==> src/rtl/lza_string_encoder.sv <==
// LZA string encoder: n/z/p digit strings and one-sided leading-zero
// predictions for A-B and B-A, in a 2-stage valid/ready pipeline.
module lza_string_encoder #(
   parameter  int DATA_WIDTH = 8,
   localparam int LZC_WIDTH  = $clog2(DATA_WIDTH + 1)
) (
   input  logic                  clk,
   input  logic                  rst_n,
   input  logic                  in_valid,
   output logic                  in_ready,
   input  logic [DATA_WIDTH-1:0] op_a,
   input  logic [DATA_WIDTH-1:0] op_b,
   output logic                  out_valid,
   input  logic                  out_ready,
   output logic [DATA_WIDTH-1:0] string_n_pos,
   output logic [DATA_WIDTH-1:0] string_z_pos,
   output logic [DATA_WIDTH-1:0] string_p_pos,
   output logic [DATA_WIDTH-1:0] string_n_neg,
   output logic [DATA_WIDTH-1:0] string_z_neg,
   output logic [DATA_WIDTH-1:0] string_p_neg,
   output logic [LZC_WIDTH-1:0]  lzc_pos,
   output logic [LZC_WIDTH-1:0]  lzc_neg,
   output logic                  all_zero
);

   logic                  s1_valid;
   logic [DATA_WIDTH-1:0] s1_n;
   logic [DATA_WIDTH-1:0] s1_z;
   logic [DATA_WIDTH-1:0] s1_p;

   logic                  s2_free;
   logic                  s1_adv;
   logic                  in_fire;
   logic [DATA_WIDTH-1:0] f_pos;
   logic [DATA_WIDTH-1:0] f_neg;
   logic [LZC_WIDTH-1:0]  lzc_pos_d;
   logic [LZC_WIDTH-1:0]  lzc_neg_d;

   function automatic logic [LZC_WIDTH-1:0] lead_zeros(
      input logic [DATA_WIDTH-1:0] f
   );
      lead_zeros = LZC_WIDTH'(DATA_WIDTH);
      for (int i = 0; i < DATA_WIDTH; i++) begin
         if (f[i]) lead_zeros = LZC_WIDTH'(DATA_WIDTH - 1 - i);
      end
   endfunction

   assign s2_free  = !out_valid || out_ready;
   assign s1_adv   = s1_valid && s2_free;
   assign in_ready = !s1_valid || s1_adv;
   assign in_fire  = in_valid && in_ready;

   // Digit below the LSB counts as z, so a zero is shifted in.
   assign f_pos = ~s1_z & ~{s1_n[DATA_WIDTH-2:0], 1'b0};
   assign f_neg = ~s1_z & ~{s1_p[DATA_WIDTH-2:0], 1'b0};

   always_comb begin
      lzc_pos_d = lead_zeros(f_pos);
      lzc_neg_d = lead_zeros(f_neg);
   end

   always_ff @(posedge clk or negedge rst_n) begin
      if (!rst_n) begin
         s1_valid <= 1'b0;
         s1_n     <= '0;
         s1_z     <= '0;
         s1_p     <= '0;
      end else begin
         if (in_fire) begin
            s1_valid <= 1'b1;
            s1_n     <= ~op_a & op_b;
            s1_z     <= ~(op_a ^ op_b);
            s1_p     <= op_a & ~op_b;
         end else if (s1_adv) begin
            s1_valid <= 1'b0;
         end
      end
   end

   always_ff @(posedge clk or negedge rst_n) begin
      if (!rst_n) begin
         out_valid    <= 1'b0;
         string_n_pos <= '0;
         string_z_pos <= '0;
         string_p_pos <= '0;
         string_n_neg <= '0;
         string_z_neg <= '0;
         string_p_neg <= '0;
         lzc_pos      <= '0;
         lzc_neg      <= '0;
         all_zero     <= 1'b0;
      end else begin
         if (s1_adv) begin
            out_valid    <= 1'b1;
            string_n_pos <= s1_n;
            string_z_pos <= s1_z;
            string_p_pos <= s1_p;
            string_n_neg <= s1_p;
            string_z_neg <= s1_z;
            string_p_neg <= s1_n;
            lzc_pos      <= lzc_pos_d;
            lzc_neg      <= lzc_neg_d;
            all_zero     <= &s1_z;
         end else if (out_ready) begin
            out_valid <= 1'b0;
         end
      end
   end

endmodule

==> config.mk <==
export PLATFORM = sky130hd
export DESIGN_NAME = lza_string_encoder
export DESIGN_NICKNAME = d
export VERILOG_FILES = /design/src/rtl/lza_string_encoder.sv
export SDC_FILE = /design/constraint.sdc
export NUM_CORES = 1
export LEC_CHECK = 0
export BUFFER_PORTS_ARGS = -buffer_cell sky130_fd_sc_hd__buf_2
export CORE_MARGIN = 2
export CORE_UTILIZATION = 25
export CTS_CLUSTER_DIAMETER = 80
export DETAILED_ROUTE_END_ITERATION = 12
export GPL_TIMING_DRIVEN = 0
export PLACE_DENSITY = 0.54
export SLEW_MARGIN = 15
export SYNTH_ARGS = -nofsm -noshare
export SYNTH_HDL_FRONTEND = slang
export SYNTH_SLANG_ARGS = --single-unit
==> constraint.sdc <==
create_clock -name clk -period 1.8 [get_ports clk]
set_input_delay 0.18 -clock clk [delete_from_list [all_inputs] [get_ports clk]]
set_output_delay 0.18 -clock clk [all_outputs]
set_load 0.01 [all_outputs]
Word level (Yosys, flattened, before mapping):

Index checks and enable logic that the tools add are counted.

* register bits after elaboration: 59
* output and inout port bits: 59
* word-level logic and storage cells: 51

* muxes and demuxes: 20
* bitwise logic cells: 11
* reductions and logical operators: 9

Operators with widths (number)
* $mux W4: 16
* $not A8 Y8: 6
* $and A8 B8 Y8: 4
* $reduce_and A8 Y1: 1
* $xor A8 B8 Y8: 1
* $mux W1: 4
* $reduce_bool A2 Y1: 2
* $logic_and A1 B1 Y1: 2
* $logic_not A1 Y1: 2
* $logic_or A1 B1 Y1: 2

Depth between registers and ports, before layout:

Gate-level depths: netlist (run 1).

* depth after elaboration: 10
* gate-level depth with buffers: 5

Worst setup path before layout (run 1):

Ideal clock, no wire load.

* path kind: register -> register
* start point: register out_valid
* end point: register string_n_neg[7]
* library setup time: 0.125 ns
* data arrival time: 1.211 ns
* required time: 1.675 ns
* path slack: 0.465 ns
* stages on the path, launching flop included: 6
* clock period less this slack: 1.335 ns
* cells stage by stage: dfrtp_1 > nand2b_1 > buf_6 > nand2_4 > buf_6 > mux2_2

* word-level cells in the longest chain between the ends: 3

RTL lines
* start: declaration: line 13 `output logic out_valid,`
* start signal: assignment: line 82 `out_valid <= 1'b0;`
* start signal: assignment: line 94 `out_valid <= 1'b1;`
* start signal: assignment: line 105 `out_valid <= 1'b0;`
* $logic_not A1 Y1: line 48 `assign s2_free = !out_valid || out_ready;`
* $logic_or A1 B1 Y1: line 48
* $logic_and A1 B1 Y1: line 49 `assign s1_adv = s1_valid && s2_free;`
* end signal: assignment: line 98 `string_n_neg <= s1_p;`
* end: declaration: line 18 `output logic [DATA_WIDTH-1:0] string_n_neg,`

No other way between the ends.
A chain may end at the register's enable or synchronous reset.

Worst setup path after layout (run 1):

* start point: register s1_valid
* end point: register s1_p[1]

* word-level cells in the longest chain between the ends: 3
* elaborated cells on any way between the ends: 4

RTL lines
* start: declaration: line 26 `logic s1_valid;`
* start signal: assignment: line 64 `s1_valid <= 1'b0;`
* start signal: assignment: line 70 `s1_valid <= 1'b1;`
* start signal: assignment: line 75 `s1_valid <= 1'b0;`
* $logic_not A1 Y1 or $logic_and A1 B1 Y1 (tied branches): line 50, 49
* $logic_or A1 B1 Y1 *: line 50 `assign in_ready = !s1_valid || s1_adv;`
* $logic_and A1 B1 Y1 *: line 51 `assign in_fire = in_valid && in_ready;`
* end signal: assignment: line 73 `s1_p <= op_a & ~op_b;`
* end: declaration: line 29 `logic [DATA_WIDTH-1:0] s1_p;`

Mark *: on every way between the ends. The rest lies on a longest branch, timed or not.

==> results of run 1 <==
## cell type report
cell class / instances / area share, %
clock buffer: 14 / 6.92
timing repair buffer: 79 / 10.6
tap: 143 / 4.69
buffer: 33 / 7.02
multi-input combinational: 119 / 29.9
sequential: 59 / 38.7
clock inverter: 2 / 0.262
inverter: 20 / 1.97
## routing by layer
metal | vias up | share of wire [%] | global-route usage, %
met5 | - | 0 | 0
met1 | 948 | 49 | 14.8
met4 | 0 | 2.1 | 5.37
li1 | 971 | - | -
met3 | 11 | 6.1 | 3.32
met2 | 60 | 43 | 15.6
## per-stage QoR
stage	utilization, %	instances	hold WS (ns)
2_1_floorplan	-	231	-0.116
3_3_place_gp	30.8	452	0.400
3_5_place_dp	30.8	452	0.316
4_1_cts	33.3	469	0.0707
5_1_grt	33.3	469	0.0756
6_report	33.3	469	0.0707
## registers in the layout, indices dropped and copies added, names as in the netlist
name,count
all_zero,1
lzc_pos,4
s1_z,8
lzc_neg,4
string_n_neg,8
s1_valid,1
string_p_neg,8
string_z_neg,8
out_valid,1
s1_n,8
s1_p,8
## worst paths after layout
check | from | to | slack, ns | cells after the start
worst min-delay path | in_valid | s1_valid | 0.07 | 2
worst max-delay path | s1_valid | s1_p[1] | 0.36 | 5
worst max register to register | s1_valid | s1_p[1] | 0.36 | 5
worst min register to register | lzc_pos[1] | lzc_pos[1] | 0.49 | 1
max in group asynchronous | rst_n | lzc_neg[2] | 0.83 | 2
min in group asynchronous | rst_n | out_valid | 0.47 | 2
## synth_stat cells
library cell,n,share of area [%]
dfrtp_1,59,50
buf_4,26,6.6
buf_2,1,0.17
o21bai_1,2,0.51
ha_1,16,6.8
buf_6,6,2.3
mux2_4,2,1.0
nor3_1,2,0.34
nor2_1,9,1.1
and2_4,1,0.30
mux2_1,1,0.38
o22ai_1,2,0.42
or3_1,2,0.42
a21oi_1,2,0.34
o22a_1,6,1.8
o32ai_2,1,0.55
nand2_2,1,0.21
nand3_1,4,0.68
o211ai_1,2,0.51
o2bb2ai_1,2,0.59
o221a_2,2,0.76
nand2_4,1,0.38
o21ai_0,2,0.34
inv_1,20,2.5
mux2_2,46,17
o32ai_1,3,0.89
nand4_1,2,0.42
a221oi_1,2,0.59
nand3b_4,1,0.68
or2_0,2,0.42
nand2b_1,3,0.63
## repair_timing
| action | CTS | global route |
|---|---|---|
| endpoints found under the hold margin | 59 | 0 |
| gates resized for setup | 0 | 0 |
| endpoints found under the setup margin | 0 | 0 |
| hold buffers | 1 | 0 |
## worst max-delay path: cells and delay by family (launching register included)
family,cells,cell delay (ns)
buffers and inverters,2,0.37
flip-flops,1,0.32
multiplexers,1,0.34
AND/OR/NAND/NOR,2,0.27
## report_power, final
group	switching, uW	internal, uW	leakage (uW)	total, uW
Clock	554	1000	0.000137	1550
Sequential	236	1590	0.000739	1830
Combinational	580	720	0.00109	1300
Total	1370	3310	0.00196	4680
## kinds of logic (layout without fill, tap and decap cells)
kind of cell,Yosys count,after routing,synth area share (%)
flops,59,59,49.9
buf+inv,53,148,11.6
simple gates,28,28,5.62
compound gates,26,26,7.27
fa+ha+maj,16,16,6.76
mux,49,49,18.9
==> flow_metrics.env, run 1 <==
export IMPL_multi_input_area_mm2=0.00114
export IMPL_core_area_mm2=0.0115
export IMPL_cp_arrival_ns=1.64
export IMPL_clockRootBuffer="clkbuf_16"
export IMPL_end_kind="register"
export IMPL_gp_congestion=0.699
export IMPL_die_area_mm2=0.0127
export IMPL_avgSynthCellArea_um2=12.8
export IMPL_cts_htree_levels=3
export IMPL_setup_viol=0
export IMPL_cts_sinks=59
export IMPL_grt_pass1_wl_um=10600
export IMPL_rsz0062_at_grt="no"
export IMPL_drive_gt1_share_pct=54.9
export IMPL_syn_nets=267
export IMPL_tns_ns=0
export IMPL_critPathMaxFanout=10
export IMPL_final_max_slew_violation_count=0
export IMPL_grt_overflow=0
export IMPL_relSlewSlack_pct=49.9
export IMPL_required_ns=2.00
export IMPL_post_cts_buffers=0
export IMPL_place_area_mm2=0.00353
export IMPL_slowest_delay_ns=0.34
export IMPL_leakage_uw=0.00196
export IMPL_path_class="reg -> reg"
export IMPL_io_pins=79
export IMPL_cts_tree="built"
export IMPL_ant_nets=0
export IMPL_fp_row_count=39
export IMPL_ys_ff_latch=59
export IMPL_drt_iter0_markers=77
export IMPL_hold_path_class="in -> reg"
export IMPL_syn_cell_area_mm2=0.00296
export IMPL_status="finished clean"
export IMPL_vias=1990
export IMPL_cts_clk_slew_worst_paths_ns=0.05
export IMPL_power_uw=4680
export IMPL_place_hpwl_um=4800
export IMPL_finalWorstSetupSlack_ns=0.361
export IMPL_finalNetCount=357
export IMPL_cts_inserted_buffers=9
export IMPL_start_util_pct=25.8
export IMPL_final_seq_area_mm2=0.00148
export IMPL_fillCellCount=1151
export IMPL_layout_common_cells="buf_2, dfrtp_1, mux2_2"
export IMPL_die_h_um=113
export IMPL_clock_skew_ns=0.00633
export IMPL_syn_instance_count=231
export IMPL_die_w_um=113
export IMPL_routed_via_density=4.24
export IMPL_firstDrtPassIters=4
export IMPL_finalCritPeriodShare_pct=79.9
export IMPL_hold_violations=0
export IMPL_wl_per_cell_um=13.8
export IMPL_final_cell_area_mm2=0.00382
export IMPL_antenna_found_initial=0
export IMPL_tightest_slew_ns=0.751
export IMPL_max_freq_ghz=0.695
export IMPL_grt_usage_pct=10.9
export IMPL_maxCapViolCount=0
export IMPL_drc=0
export IMPL_final_common_cell="buf_2"
export IMPL_yosysSeqAreaShare_pct=49.9
export IMPL_grt_max_degree=60
export IMPL_yosys_warnings=0
export IMPL_peakVddDrop_v=0.000505
export IMPL_num_antenna_cells=0
export IMPL_first_global_vias=1969
export IMPL_wl_um=6470
export IMPL_clk_latency_ns=0.33
export IMPL_synth_cell_type_count=31
export IMPL_clk_path_buf_depth=2
export IMPL_crit_chain="buf_4, nand3b_4, nand2_2, buf_6, mux2_2"
export IMPL_area_growth_pct=28.9
export IMPL_start_kind="register"
export IMPL_period_needed_ns=1.44
export IMPL_numPortBuffers=78
export IMPL_powerDensity_mw_per_mm2=1230
export IMPL_post_place_ws_ns=0.360
export IMPL_crit_slowest_cell="mux2_2"
No activity file was read; power rests on OpenSTA's default activity.
==> run 2, diff against run 1 <==
PLACE_DENSITY = 0.55   (was 0.54)
clock period = 1.2 ns   (was 1.8 ns; I/O delays follow)
==> flow_metrics.env, run 2 (synthesis results as in run 1) <==
export IMPL_max_freq_ghz=0.764
export IMPL_clk_path_buf_depth=2
export IMPL_peakVddDrop_v=0.000641
export IMPL_num_antenna_cells=0
export IMPL_numPortBuffers=78
export IMPL_final_common_cell="buf_2"
export IMPL_finalCritPeriodShare_pct=109
export IMPL_cp_arrival_ns=1.52
export IMPL_finalNetCount=381
export IMPL_area_growth_pct=50.4
export IMPL_violations="negative setup slack"
export IMPL_tns_ns=-4.08
export IMPL_drt_iter0_markers=82
export IMPL_reg2regPathDepth=5
export IMPL_start_kind="register"
export IMPL_path_class="reg -> reg"
export IMPL_post_place_ws_ns=-0.215
export IMPL_rrSetupSlack_ns=-0.11
export IMPL_clk_latency_ns=0.33
export IMPL_maxCapViolCount=0
export IMPL_hold_violations=0
export IMPL_end_kind="register"
export IMPL_whs_endpoint="s1_valid"
export IMPL_critPathMaxFanout=10
export IMPL_powerDensity_mw_per_mm2=1800
export IMPL_ant_nets=0
export IMPL_firstDrtPassIters=4
export IMPL_required_ns=1.41
export IMPL_r2r_start="s1_valid"
export IMPL_die_w_um=113
export IMPL_core_area_mm2=0.0115
export IMPL_tightest_slew_ns=0.752
export IMPL_vias=2104
export IMPL_antenna_found_initial=0
export IMPL_period_needed_ns=1.31
export IMPL_hold_path_class="in -> reg"
export IMPL_io_pins=79
export IMPL_wl_um=7440
export IMPL_leakage_uw=0.00231
export IMPL_wl_per_cell_um=15.1
export IMPL_r2r_end="s1_p[1]"
export IMPL_clockRootBuffer="clkbuf_16"
export IMPL_grt_max_degree=60
export IMPL_status="finished, violations left"
export IMPL_grt_pass1_wl_um=11400
export IMPL_cts_htree_levels=3
export IMPL_gp_congestion=0.737
export IMPL_relSlewSlack_pct=49.9
export IMPL_drc=0
export IMPL_p_sw_uw=2350
export IMPL_setup_viol=54
export IMPL_final_cells=493
export IMPL_clock_skew_ns=0.00803
export IMPL_grt_overflow=0
export IMPL_final_max_slew_violation_count=0
export IMPL_cts_tree="built"
export IMPL_switching_share_pct=29.2
export IMPL_routed_via_density=4.27
export IMPL_cts_sinks=59
export IMPL_layout_common_cells="buf_2, dfrtp_1, buf_4"
export IMPL_place_inst=452
export IMPL_first_global_vias=2099
export IMPL_place_hpwl_um=4850
export IMPL_fillCellCount=1103
export IMPL_whs_ns=0.0813
export IMPL_pwr_share_clk_pct=33.5
export IMPL_rsz0062_at_grt="yes"
export IMPL_cts_inserted_buffers=9
export IMPL_finalWorstSetupSlack_ns=-0.109
export IMPL_cts_clk_slew_worst_paths_ns=0.05
export IMPL_hold_path_depth=2
export IMPL_die_h_um=113
export IMPL_p_int_uw=5680
export IMPL_fp_row_count=39
export IMPL_drive_gt1_share_pct=64.9
export IMPL_hp_start="in_valid"
export IMPL_comb_power_share_pct=31.5
export IMPL_p_seq_share_pct=35.0
export IMPL_start_util_pct=25.8
export IMPL_die_area_mm2=0.0127
export IMPL_grt_usage_pct=11.7
## run 2: layer usage
layer	part of all wire (%)	global-route usage (%)	routed length (um)
met4	2.3	4.88	172
met5	0	0	0
met1	47	15.3	3460
met3	5.0	3.80	370
met2	46	17.9	3440
## run 2: cell type report
| type | count | area (um^2) | share of cell area, % |
|---|---|---|---|
| sequential | 59 | 1480 | 33.3 |
| multi-input combinational | 119 | 1430 | 32.0 |
| timing repair buffer | 105 | 687 | 15.4 |
| buffer | 31 | 294 | 6.60 |
| clock buffer | 10 | 229 | 5.14 |
| tap | 143 | 179 | 4.02 |
| clock inverter | 6 | 80.1 | 1.80 |
| inverter | 20 | 75.1 | 1.69 |
## run 2: repair_timing
item	in CTS	in global routing
endpoints found under the hold margin	59	0
buffers inserted	18	5
hold buffers	1	0
pin swaps	7	11
setup endpoints to repair	50	55
resized for setup	31	29
gates cloned	1	2
## run 2: worst max path at each step
stage               from         endpoint  cells after the start
2_1_floorplan  out_valid  string_n_neg[7]                      5
3_3_place_gp     s1_z[4]       lzc_pos[0]                      4
3_5_place_dp     s1_z[4]       lzc_neg[0]                      4
4_1_cts         s1_valid          s1_z[7]                      5
6_report        s1_valid          s1_p[1]                      5
5_1_grt        out_valid  string_z_neg[1]                      5
## run 2: stage by stage
stage / cell area, um^2 / util [%] / total power (uW)
floorplan: 3070 / - / 4070
global placement: 3640 / 31.7 / 4840
detailed placement: 3640 / 31.8 / 4890
CTS: 4240 / 37.0 / 7880
global route: 4450 / 38.8 / 8450
finish: 4450 / 38.8 / 8030
## run 2: worst max-delay path, stage by stage, from the launching register on
cell and delay [ns]:
dfrtp_1 0.33, buf_6 0.14, nand3b_4 0.12, nand2_8 0.13, buf_12 0.16, mux2_4 0.30
## run 2: power groups by stage
stage | registers [uW] | clock network (uW) | logic (uW)
5_1_grt | 2890 | 2840 | 2730
2_1_floorplan | 2820 | 0 | 1250
3_3_place_gp | 2790 | 0 | 2050
6_report | 2810 | 2690 | 2530
4_1_cts | 2790 | 2730 | 2360
3_5_place_dp | 2810 | 0 | 2080
==> run 3, diff against run 2 <==
CELL_PAD_IN_SITES_DETAIL_PLACEMENT = 1   (was not set)
CELL_PAD_IN_SITES_GLOBAL_PLACEMENT = 1   (was not set)
PLACE_DENSITY = 0.64   (was 0.55)
==> flow_metrics.env, run 3 (synthesis results as in run 1) <==
export IMPL_met3_usage_pct=3.70
export IMPL_slowest_delay_ns=0.34
export IMPL_multi_input_area_mm2=0.00132
export IMPL_p_seq_share_pct=36.4
export IMPL_cp_arrival_ns=1.50
export IMPL_cts_inserted_buffers=9
export IMPL_cts_clk_slew_worst_paths_ns=0.05
export IMPL_violations="negative setup slack"
export IMPL_clock_skew_ns=0.00684
export IMPL_crit_slowest_cell="dfrtp_1"
export IMPL_top_usage_layer="met2"
export IMPL_grt_max_degree=60
export IMPL_setup_viol=54
export IMPL_die_h_um=113
export IMPL_comb_power_share_pct=31.4
export IMPL_hold_path_class="in -> reg"
export IMPL_first_global_vias=2282
export IMPL_fp_row_count=39
export IMPL_hold_violations=0
export IMPL_grtUsageMet2_pct=20.6
export IMPL_leakage_uw=0.00220
export IMPL_finalWorstSetupSlack_ns=-0.102
export IMPL_final_seq_area_mm2=0.00149
export IMPL_drt_iter0_markers=73
export IMPL_die_w_um=113
export IMPL_grt_usage_pct=12.5
export IMPL_io_pins=79
export IMPL_wl_um=7870
export IMPL_firstDrtPassIters=4
export IMPL_clk_latency_ns=0.32
export IMPL_status="finished, violations left"
export IMPL_switching_share_pct=29.8
export IMPL_period_needed_ns=1.30
export IMPL_p_sw_uw=2290
export IMPL_final_max_slew_violation_count=0
export IMPL_ant_nets=0
export IMPL_grt_pass1_wl_um=12400
export IMPL_vias=2188
export IMPL_wl_per_cell_um=16.1
export IMPL_start_kind="register"
export IMPL_start_util_pct=25.8
export IMPL_grt_overflow=0
export IMPL_p_int_uw=5390
export IMPL_die_area_mm2=0.0127
export IMPL_worst_path_buf_inv=2
export IMPL_final_common_cell="buf_2"
export IMPL_tightest_slew_ns=0.770
export IMPL_peakVddDrop_v=0.000671
export IMPL_cts_tree="built"
export IMPL_antenna_found_initial=0
export IMPL_maxCapViolCount=0
export IMPL_clockRootBuffer="clkbuf_16"
export IMPL_gp_congestion=0.711
export IMPL_cts_htree_levels=3
export IMPL_num_antenna_cells=0
export IMPL_relSlewSlack_pct=48.7
export IMPL_finalNetCount=378
export IMPL_clk_path_buf_depth=2
export IMPL_crit_chain="buf_6, nand3b_4, nand2_8, buf_12, mux2_4"
export IMPL_finalCritPeriodShare_pct=108
export IMPL_end_kind="register"
export IMPL_numPortBuffers=78
export IMPL_core_area_mm2=0.0115
export IMPL_tns_ns=-3.83
export IMPL_pwr_share_clk_pct=32.2
export IMPL_place_area_mm2=0.00364
export IMPL_grtUsageMet1_pct=16.3
export IMPL_place_hpwl_um=5320
export IMPL_cp_top_family="flip-flops"
export IMPL_critPathMaxFanout=10
export IMPL_routed_via_density=4.47
export IMPL_required_ns=1.40
export IMPL_layout_common_cells="buf_2, dfrtp_1, buf_4"
export IMPL_rsz0062_at_grt="yes"
export IMPL_drive_gt1_share_pct=63.7
export IMPL_final_cell_area_mm2=0.00426
export IMPL_area_growth_pct=44.0
export IMPL_fillCellCount=1246
export IMPL_drc=0
export IMPL_powerDensity_mw_per_mm2=1800
export IMPL_cts_sinks=59
export IMPL_path_class="reg -> reg"
export IMPL_max_freq_ghz=0.768
run 3: changes by cell type in the layout (fill, tap and decap cells not counted), moves of 2 or more:
cell,previous run,this run
buf_4,41,44
buf_6,8,5
buf_8,2,0
bufinv_16,2,0
clkbuf_8,0,4
clkinv_2,4,1
mux2_2,14,27
mux2_4,35,22
nand3_2,0,2
nand3_4,2,0
o2bb2ai_1,0,2
run 3: power groups by stage:
stage	clock network [uW]	registers, uW	logic (uW)
after floorplan	0	2820	1250
after global placement	0	2790	2050
after detailed placement	0	2820	2110
after CTS	2520	2790	2320
after global routing	2640	2870	2600
final	2470	2800	2410
run 3: final cells by class:
cell class                      count  share of cell area (%)
Multi-Input combinational cell    119                    31.0
Clock inverter                      1                   0.117
Clock buffer                       15                    6.75
Sequential cell                    59                    34.9
Inverter                           20                    1.76
Timing Repair Buffer              102                    14.4
Tap cell                          143                    4.20
Buffer                             31                    6.90
run 3: timing repair:
action                                  CTS  global route
hold endpoints to repair                 59             0
endpoints found under the setup margin   58            55
gates cloned                              0             1
hold buffers                              1             0
setup buffers                            17             5
pin swaps                                 6             6
gates resized for setup                  19            14
run 3: stage by stage:
step                setup WS, ns  hold slack, ns  power [uW]  instances  utilization, %
floorplan                 -0.135          -0.176        4070        231               -
global placement          -0.203           0.364        4850        452            31.7
detailed placement        -0.244           0.253        4930        452            31.8
CTS                       -0.119          0.0793        7630        484            36.0
global route              -0.153          0.0940        8120        490            37.2
finish                    -0.102          0.0842        7680        490            37.2
run 3: layer usage:
metal  share of wire (%)  wire length (um)
met5                   0                 0
met4                 1.0                80
met3                 4.5               357
met2                  50              3940
met1                  44              3490
run 3: final timing paths:
check	start	end	slack [ns]	cells after the start
min	in_valid	s1_valid	0.08	2
max reg2reg	s1_valid	s1_z[7]	-0.10	5
max in group asynchronous	rst_n	s1_z[0]	0.22	2
max	s1_valid	s1_z[7]	-0.10	5
min in group asynchronous	rst_n	s1_p[5]	0.43	2
min reg2reg	lzc_pos[1]	lzc_pos[1]	0.49	1
